`src/rtl/pipe_hazard_ctrl.sv`:
```
// -----------------------------------------------------------------------------
// pipe_hazard_ctrl
//
// Hazard, redirect and trap sequencer for the three-stage F / D / E pipeline.
// It drives the operand forwarding selects, the fetch stall, the pipeline
// register flushes and the next-PC select. It runs interrupt entry and mret
// return with the CSR unit over a two-cycle handshake, and it keeps saturating
// stall and flush event counters.
//
// Build option:
//   PIPE_FWD_EN  defined   : an E-stage ALU result is forwarded to D.
//                undefined : for_A / for_B are tied to 0, and every register
//                            match is a one-cycle use hazard.
//
// Parameters:
//   CNT_W        width of the stall and flush event counters
//
// Ports:
//   clk, rst_n               clock (rising edge), async active-low reset
//   rs1_D, rs2_D             source register indices of the D instruction
//   rs1_used_D, rs2_used_D   the D instruction reads rs1 / rs2
//   rd_E, reg_wr_E           destination index of the E instruction, write enable
//   wb_sel_E                 writeback source of E: 00 ALU, 01 load, 10 PC+4, 11 CSR
//   br_cond_D                the D instruction is a taken branch or jump
//   mret_D                   the D instruction is mret
//   irq                      level interrupt request, already masked
//   for_A, for_B             forward Alu_out_E to operand A / B
//   stall                    hold PC and the F->D register
//   flush_D, flush_E         load a bubble into the F->D / D->E register
//   br_taken                 next-PC select: 00 seq, 01 ALU target, 10 epc
//   trap_req, mret_req       one-cycle requests to the CSR unit
//   stall_cnt, flush_cnt     saturating event counters
// -----------------------------------------------------------------------------
module pipe_hazard_ctrl #(
  parameter int CNT_W = 16
) (
  input  logic             clk,
  input  logic             rst_n,
  input  logic [4:0]       rs1_D,
  input  logic [4:0]       rs2_D,
  input  logic             rs1_used_D,
  input  logic             rs2_used_D,
  input  logic [4:0]       rd_E,
  input  logic             reg_wr_E,
  input  logic [1:0]       wb_sel_E,
  input  logic             br_cond_D,
  input  logic             mret_D,
  input  logic             irq,
  output logic             for_A,
  output logic             for_B,
  output logic             stall,
  output logic             flush_D,
  output logic             flush_E,
  output logic [1:0]       br_taken,
  output logic             trap_req,
  output logic             mret_req,
  output logic [CNT_W-1:0] stall_cnt,
  output logic [CNT_W-1:0] flush_cnt
);

  typedef enum logic [1:0] {
    S_RUN  = 2'd0,
    S_TRAP = 2'd1,
    S_MRET = 2'd2
  } state_t;

  localparam logic [1:0] PC_SEQ = 2'b00;
  localparam logic [1:0] PC_ALU = 2'b01;
  localparam logic [1:0] PC_EPC = 2'b10;

  state_t state, state_nxt;
  logic   holdoff;

  // A source matches the E destination when it is really read, is not x0,
  // and E will really write it.
  logic match_a, match_b;
  logic fwd_a, fwd_b;
  logic haz_a, haz_b;
  logic use_hazard;

  assign match_a = rs1_used_D && (rs1_D != 5'd0) && (rs1_D == rd_E) && reg_wr_E;
  assign match_b = rs2_used_D && (rs2_D != 5'd0) && (rs2_D == rd_E) && reg_wr_E;

`ifdef PIPE_FWD_EN
  // Only an ALU result already exists at the E stage; load, PC+4 and CSR
  // results appear one cycle later, so those must stall instead.
  assign fwd_a = match_a && (wb_sel_E == 2'b00);
  assign fwd_b = match_b && (wb_sel_E == 2'b00);
  assign haz_a = match_a && (wb_sel_E != 2'b00);
  assign haz_b = match_b && (wb_sel_E != 2'b00);
`else
  assign fwd_a = 1'b0;
  assign fwd_b = 1'b0;
  assign haz_a = match_a;
  assign haz_b = match_b;
`endif

  assign use_hazard = haz_a || haz_b;

  // Steering outputs and next state. Every output is gated by rst_n, so the
  // pipeline sees a quiet controller for as long as reset is held.
  // NOTE: every signal written here gets a default first; a path that left
  // one unassigned would infer a latch.
  always_comb begin
    state_nxt = state;
    for_A     = 1'b0;
    for_B     = 1'b0;
    stall     = 1'b0;
    flush_D   = 1'b0;
    flush_E   = 1'b0;
    br_taken  = PC_SEQ;
    trap_req  = 1'b0;
    mret_req  = 1'b0;

    if (rst_n) begin
      unique case (state)
        S_RUN: begin
          if (use_hazard) begin
            // Hold D for one cycle and send a bubble down to E. The bubble
            // has reg_wr_E=0, so the same match cannot come back.
            stall   = 1'b1;
            flush_E = 1'b1;
          end else begin
            for_A = fwd_a;
            for_B = fwd_b;
            if (irq && !holdoff) begin
              // The D instruction is killed, even a taken branch, and the
              // CSR unit saves its PC as mepc.
              trap_req  = 1'b1;
              flush_D   = 1'b1;
              flush_E   = 1'b1;
              state_nxt = S_TRAP;
            end else if (mret_D) begin
              mret_req  = 1'b1;
              flush_D   = 1'b1;
              flush_E   = 1'b1;
              state_nxt = S_MRET;
            end else if (br_cond_D) begin
              br_taken = PC_ALU;
              flush_D  = 1'b1;
            end
          end
        end
        S_TRAP, S_MRET: begin
          // The CSR unit now drives epc. D holds a wrong-path instruction,
          // so all D inputs are ignored here.
          br_taken  = PC_EPC;
          flush_D   = 1'b1;
          flush_E   = 1'b1;
          state_nxt = S_RUN;
        end
        default: state_nxt = S_RUN;
      endcase
    end
  end

  // NOTE: registered state uses non-blocking assignments so that every
  // register samples values from before the clock edge.
  always_ff @(posedge clk or negedge rst_n) begin
    if (!rst_n) begin
      state   <= S_RUN;
      holdoff <= 1'b0;
    end else begin
      state   <= state_nxt;
      // Set during TRAP/MRET, so it covers exactly the first RUN cycle after
      // a redirect, then clears.
      holdoff <= (state != S_RUN);
    end
  end

  // Event counters stop at all-ones and never wrap.
  always_ff @(posedge clk or negedge rst_n) begin
    if (!rst_n) begin
      stall_cnt <= '0;
      flush_cnt <= '0;
    end else begin
      if (stall && (stall_cnt != '1))
        stall_cnt <= stall_cnt + CNT_W'(1);
      if ((flush_D || flush_E) && (flush_cnt != '1))
        flush_cnt <= flush_cnt + CNT_W'(1);
    end
  end

endmodule

```
`config.mk`:
```
export PLATFORM = sky130hd
export DESIGN_NAME = pipe_hazard_ctrl
export DESIGN_NICKNAME = d
export VERILOG_FILES = /design/src/rtl/pipe_hazard_ctrl.sv
export SDC_FILE = /design/constraint.sdc
export NUM_CORES = 1
export LEC_CHECK = 0
export BUFFER_PORTS_ARGS = -buffer_cell sky130_fd_sc_hd__buf_2
export CAP_MARGIN = 15
export CORE_MARGIN = 10
export CORE_UTILIZATION = 54
export CTS_CLUSTER_SIZE = 12
export DETAILED_ROUTE_END_ITERATION = 10
export PLACE_DENSITY = 0.85
export SYNTH_ARGS = -nofsm -noshare
export SYNTH_HDL_FRONTEND = slang
export SYNTH_SLANG_ARGS = --single-unit
```
`constraint.sdc`:
```
create_clock -name clk -period 2.9 [get_ports clk]
set_input_delay 0.29 -clock clk [delete_from_list [all_inputs] [get_ports clk]]
set_output_delay 0.29 -clock clk [all_outputs]
set_load 0.02 [all_outputs]
```
==> summary.txt <==
Outcome
  • Result of the run: complete, no violations

Routing
  • Drt first-iter violations: 104
  • WL/cell: approximately 15 um
  • Via count: ~1700
  • DRC: 0
  • Final routed wirelength across all metal layers: 4.81 mm
  • Residual antenna-violating net count after detailed routing: 0
  • Average vias per placed instance: 5.54
  • Pre-antenna DRT Iters: 4

Placement
  • HPWL after detailed placement: 3.81 mm
  • Worst setup slack before clock tree synthesis: 0.517 ns
  • Routability Congestion: 0.824
  • Total cell area at the placement stage: around 2300 sq um
  • Port Buffers: 61

Synth
  • Leading cell types by count after synthesis: sky130_fd_sc_hd__dfrtp_1 (35), sky130_fd_sc_hd__nand3_1 (22), sky130_fd_sc_hd__xnor2_1 (22)
  • Post-synth top area share: between 40% and 50%
  • Distinct cell type count of the synthesized netlist: 41
  • Number of instances in the synthesized netlist: 200
  • Flop and latch count out of synthesis: 35
  • Top FF cell, synth: sky130_fd_sc_hd__dfrtp_1
  • Largest cells by area after synthesis: sky130_fd_sc_hd__dfrtp_1 (44%), sky130_fd_sc_hd__xnor2_1 (9.8%), sky130_fd_sc_hd__xor2_1 (7.1%), sky130_fd_sc_hd__nand3_1 (5.6%), sky130_fd_sc_hd__nand2_1 (2.8%)
  • Sequential fraction of the synthesis area: 44.3%
  • Synthesized area: 1980 sq um
  • Most numerous cell in the Yosys netlist: sky130_fd_sc_hd__dfrtp_1
  • Fraction of registers with async set or reset after synthesis: 100%
  • Average size of a mapped cell: 9.88 sq um
  • EDFF count, synth: 0
  • Cell type with the largest total area after synthesis: sky130_fd_sc_hd__dfrtp_1
  • Synthesis Warnings: 0

Worst setup path
  • Classification of the worst setup path: in2out
  • Endpoint required time on the critical path: 2.61 ns
  • Crit path max fanout: 5
  • Worst EP arrival: 2.09 ns
  • Critical path capture point type: output pin
  • Category of the worst setup path launch point: input pin

Pwr
  • Max VDD drop: 389 uV
  • Overall power after layout: around 1500 uW
  • Clock share of power: 22.9%
  • Logic pwr share: 35.3%
  • Internal power contribution: 923 uW
  • Switching power total: 566 uW
  • Power Dens Cells: roughly 620 nW/um^2
  • Proportion of total power due to net switching: between 30% and 40%
  • Leak Pwr: roughly 0.0013 uW
  • Part of the power in registers: 41.8%

Timing
  • Slew headroom: 55.8%
  • Final Skew: 0.00605 ns
  • Total setup violations reported at the end of the flow: 0
  • Max Fclk: 420 MHz
  • Worst setup slack after layout: 0.521 ns
  • Fin. max-slew vios: 0
  • Final period util: 82.0%
  • Total Negative Setup Slacks: 0 ns
  • Final Hold Violating Endpoints: 0
  • Least-Margin Pin Slew: 0.655 ns
  • Min Tclk post-route: 2.38 ns
  • RSZ-0062 raised after global routing: no

Clock network
  • Resize count post-CTS: 0
  • Number of CTS-inserted buffers: 5
  • H-tree depth: 2
  • CTS root buf: sky130_fd_sc_hd__clkbuf_8
  • Worst-skew pair later-pin latency: ~0.29 ns
  • CTS tree: done
  • CTS Hold Buffers Added: 0
  • Maximum buffer depth of the clock tree: 2
  • Sink Count: 35
  • Clock-pin slew of the registers on the worst-case setup and hold paths: 0.07 ns
  • Post-CTS Setup Bufs: 0

Cells and area
  • Fraction of layout cells with a size suffix above 1: approximately 30%
  • Post-layout util: 70.2%
  • Final-stage net count: 297
  • Total non-filler cell area in the finished layout: 2420 sq um
  • Antenna fix cells: 0
  • Filler Cell Count: approximately 290
  • Post-synthesis to final-layout area growth: 22.4%

Global route
  • Vias in the first global route: 1838
  • Global-route wire length before repair: a little over 8 mm
  • Number of antenna violations at the first check in global routing: 0
  • GRT Resource Usage Total: 15.5%
  • Sum of overflow across all layers after global routing: 0
  • Pin count of the biggest net entering global routing: 40

Floorplanning
  • Number of top-level pins: 66
  • Std-Cell Rows: 21
  • Initial Util: 57.4%
  • Placeable core area: 3440 sq um
  • Die span in y: 80.5 um
  • Chip Width: 80.5 um
  • Full die area: 6480 sq um

Flow run
  • Max-cap viol count: 0

Worst hold path
  • Type of the most critical hold path: in2async
## flip-flops by register name, indices dropped and copies added, names as in the netlist
name / cells
holdoff: 1
flush_cnt: 16
state: 2
stall_cnt: 16
## critical path, stage by stage
cell and delay, ns:
sky130_fd_sc_hd__buf_2 0.11, sky130_fd_sc_hd__or4_1 0.52, sky130_fd_sc_hd__a21oi_1 0.19, sky130_fd_sc_hd__nor4_1 0.10
sky130_fd_sc_hd__nor2_1 0.13, sky130_fd_sc_hd__nand3_1 0.18, sky130_fd_sc_hd__nor4b_1 0.33, sky130_fd_sc_hd__buf_2 0.23
## per-stage QoR
step,instances,hold slack (ns)
after global routing,315,0.104
after CTS,315,0.0833
after detailed placement,307,0.395
after floorplan,201,-0.00559
after global placement,307,0.406
final,315,0.0702
## path summary, 6_finish.rpt
kind                                   start            end  slack [ns]  cells past startpoint
worst max register to register  flush_cnt[6]  flush_cnt[14]        0.71                      7
worst min-delay path                   rst_n  flush_cnt[13]        0.07                      2
worst max-delay path                rs1_D[0]    br_taken[0]        0.52                      8
min in group clk                      mret_D       state[1]        0.36                      3
worst min register to register  stall_cnt[4]   stall_cnt[4]        0.48                      1
max in group asynchronous              rst_n   stall_cnt[4]        2.50                      2
## kinds of logic after synthesis
group,Yosys count,synth area share (%)
buffers and inverters,13,3.67
adders and majority gates,4,2.53
xor gates and xnor gates,38,16.8
muxes,2,1.14
AOI/OAI and AO/OA,13,4.62
DFF,35,44.3
other,1,0.190
and+or+nand+nor,94,26.7
## final cells by class
class | count | area, sq um | share of cell area, %
multi-input cells | 153 | 1030 | 42.7
clock inverters | 3 | 15.0 | 0.621
inverters | 7 | 26.3 | 1.09
flip-flops and latches | 35 | 876 | 36.2
repair buffers | 66 | 343 | 14.2
clock buffers | 5 | 68.8 | 2.85
well taps | 46 | 57.6 | 2.38
## power by group through the flow
stage	Combinational (uW)	Clock, uW	Sequential, uW
global route	578	367	635
detailed placement	527	0	633
global placement	515	0	629
CTS	530	350	624
finish	526	340	623
floorplan	309	0	675
## placed cells by master (no fill, tap or decap), types with 3 or more instances in the layout
cell type,instances
sky130_fd_sc_hd__nand2_1,15
sky130_fd_sc_hd__clkinv_2,3
sky130_fd_sc_hd__and3_1,6
sky130_fd_sc_hd__nand4_1,5
sky130_fd_sc_hd__buf_4,5
sky130_fd_sc_hd__nor2_1,8
sky130_fd_sc_hd__xor2_1,16
sky130_fd_sc_hd__nor3_1,9
sky130_fd_sc_hd__ha_1,4
sky130_fd_sc_hd__nand3_1,22
sky130_fd_sc_hd__or4_1,4
sky130_fd_sc_hd__and4_1,4
sky130_fd_sc_hd__dfrtp_1,35
sky130_fd_sc_hd__xnor2_1,22
sky130_fd_sc_hd__clkbuf_8,5
sky130_fd_sc_hd__nor4_1,8
sky130_fd_sc_hd__nor2b_1,3
sky130_fd_sc_hd__inv_1,7
sky130_fd_sc_hd__buf_2,61
## layer usage
metal  part of all wire (%)  track usage, %  routed length (um)  vias up
met5                      0               0                   0        -
met3                    6.9            4.45                 333        6
met1                     41            18.1                1970      828
li1                       -               -                   -      850
met2                     51            26.9                2450       60
met4                    1.2            4.23                  57        0
No activity file was read; power rests on OpenSTA's default activity.
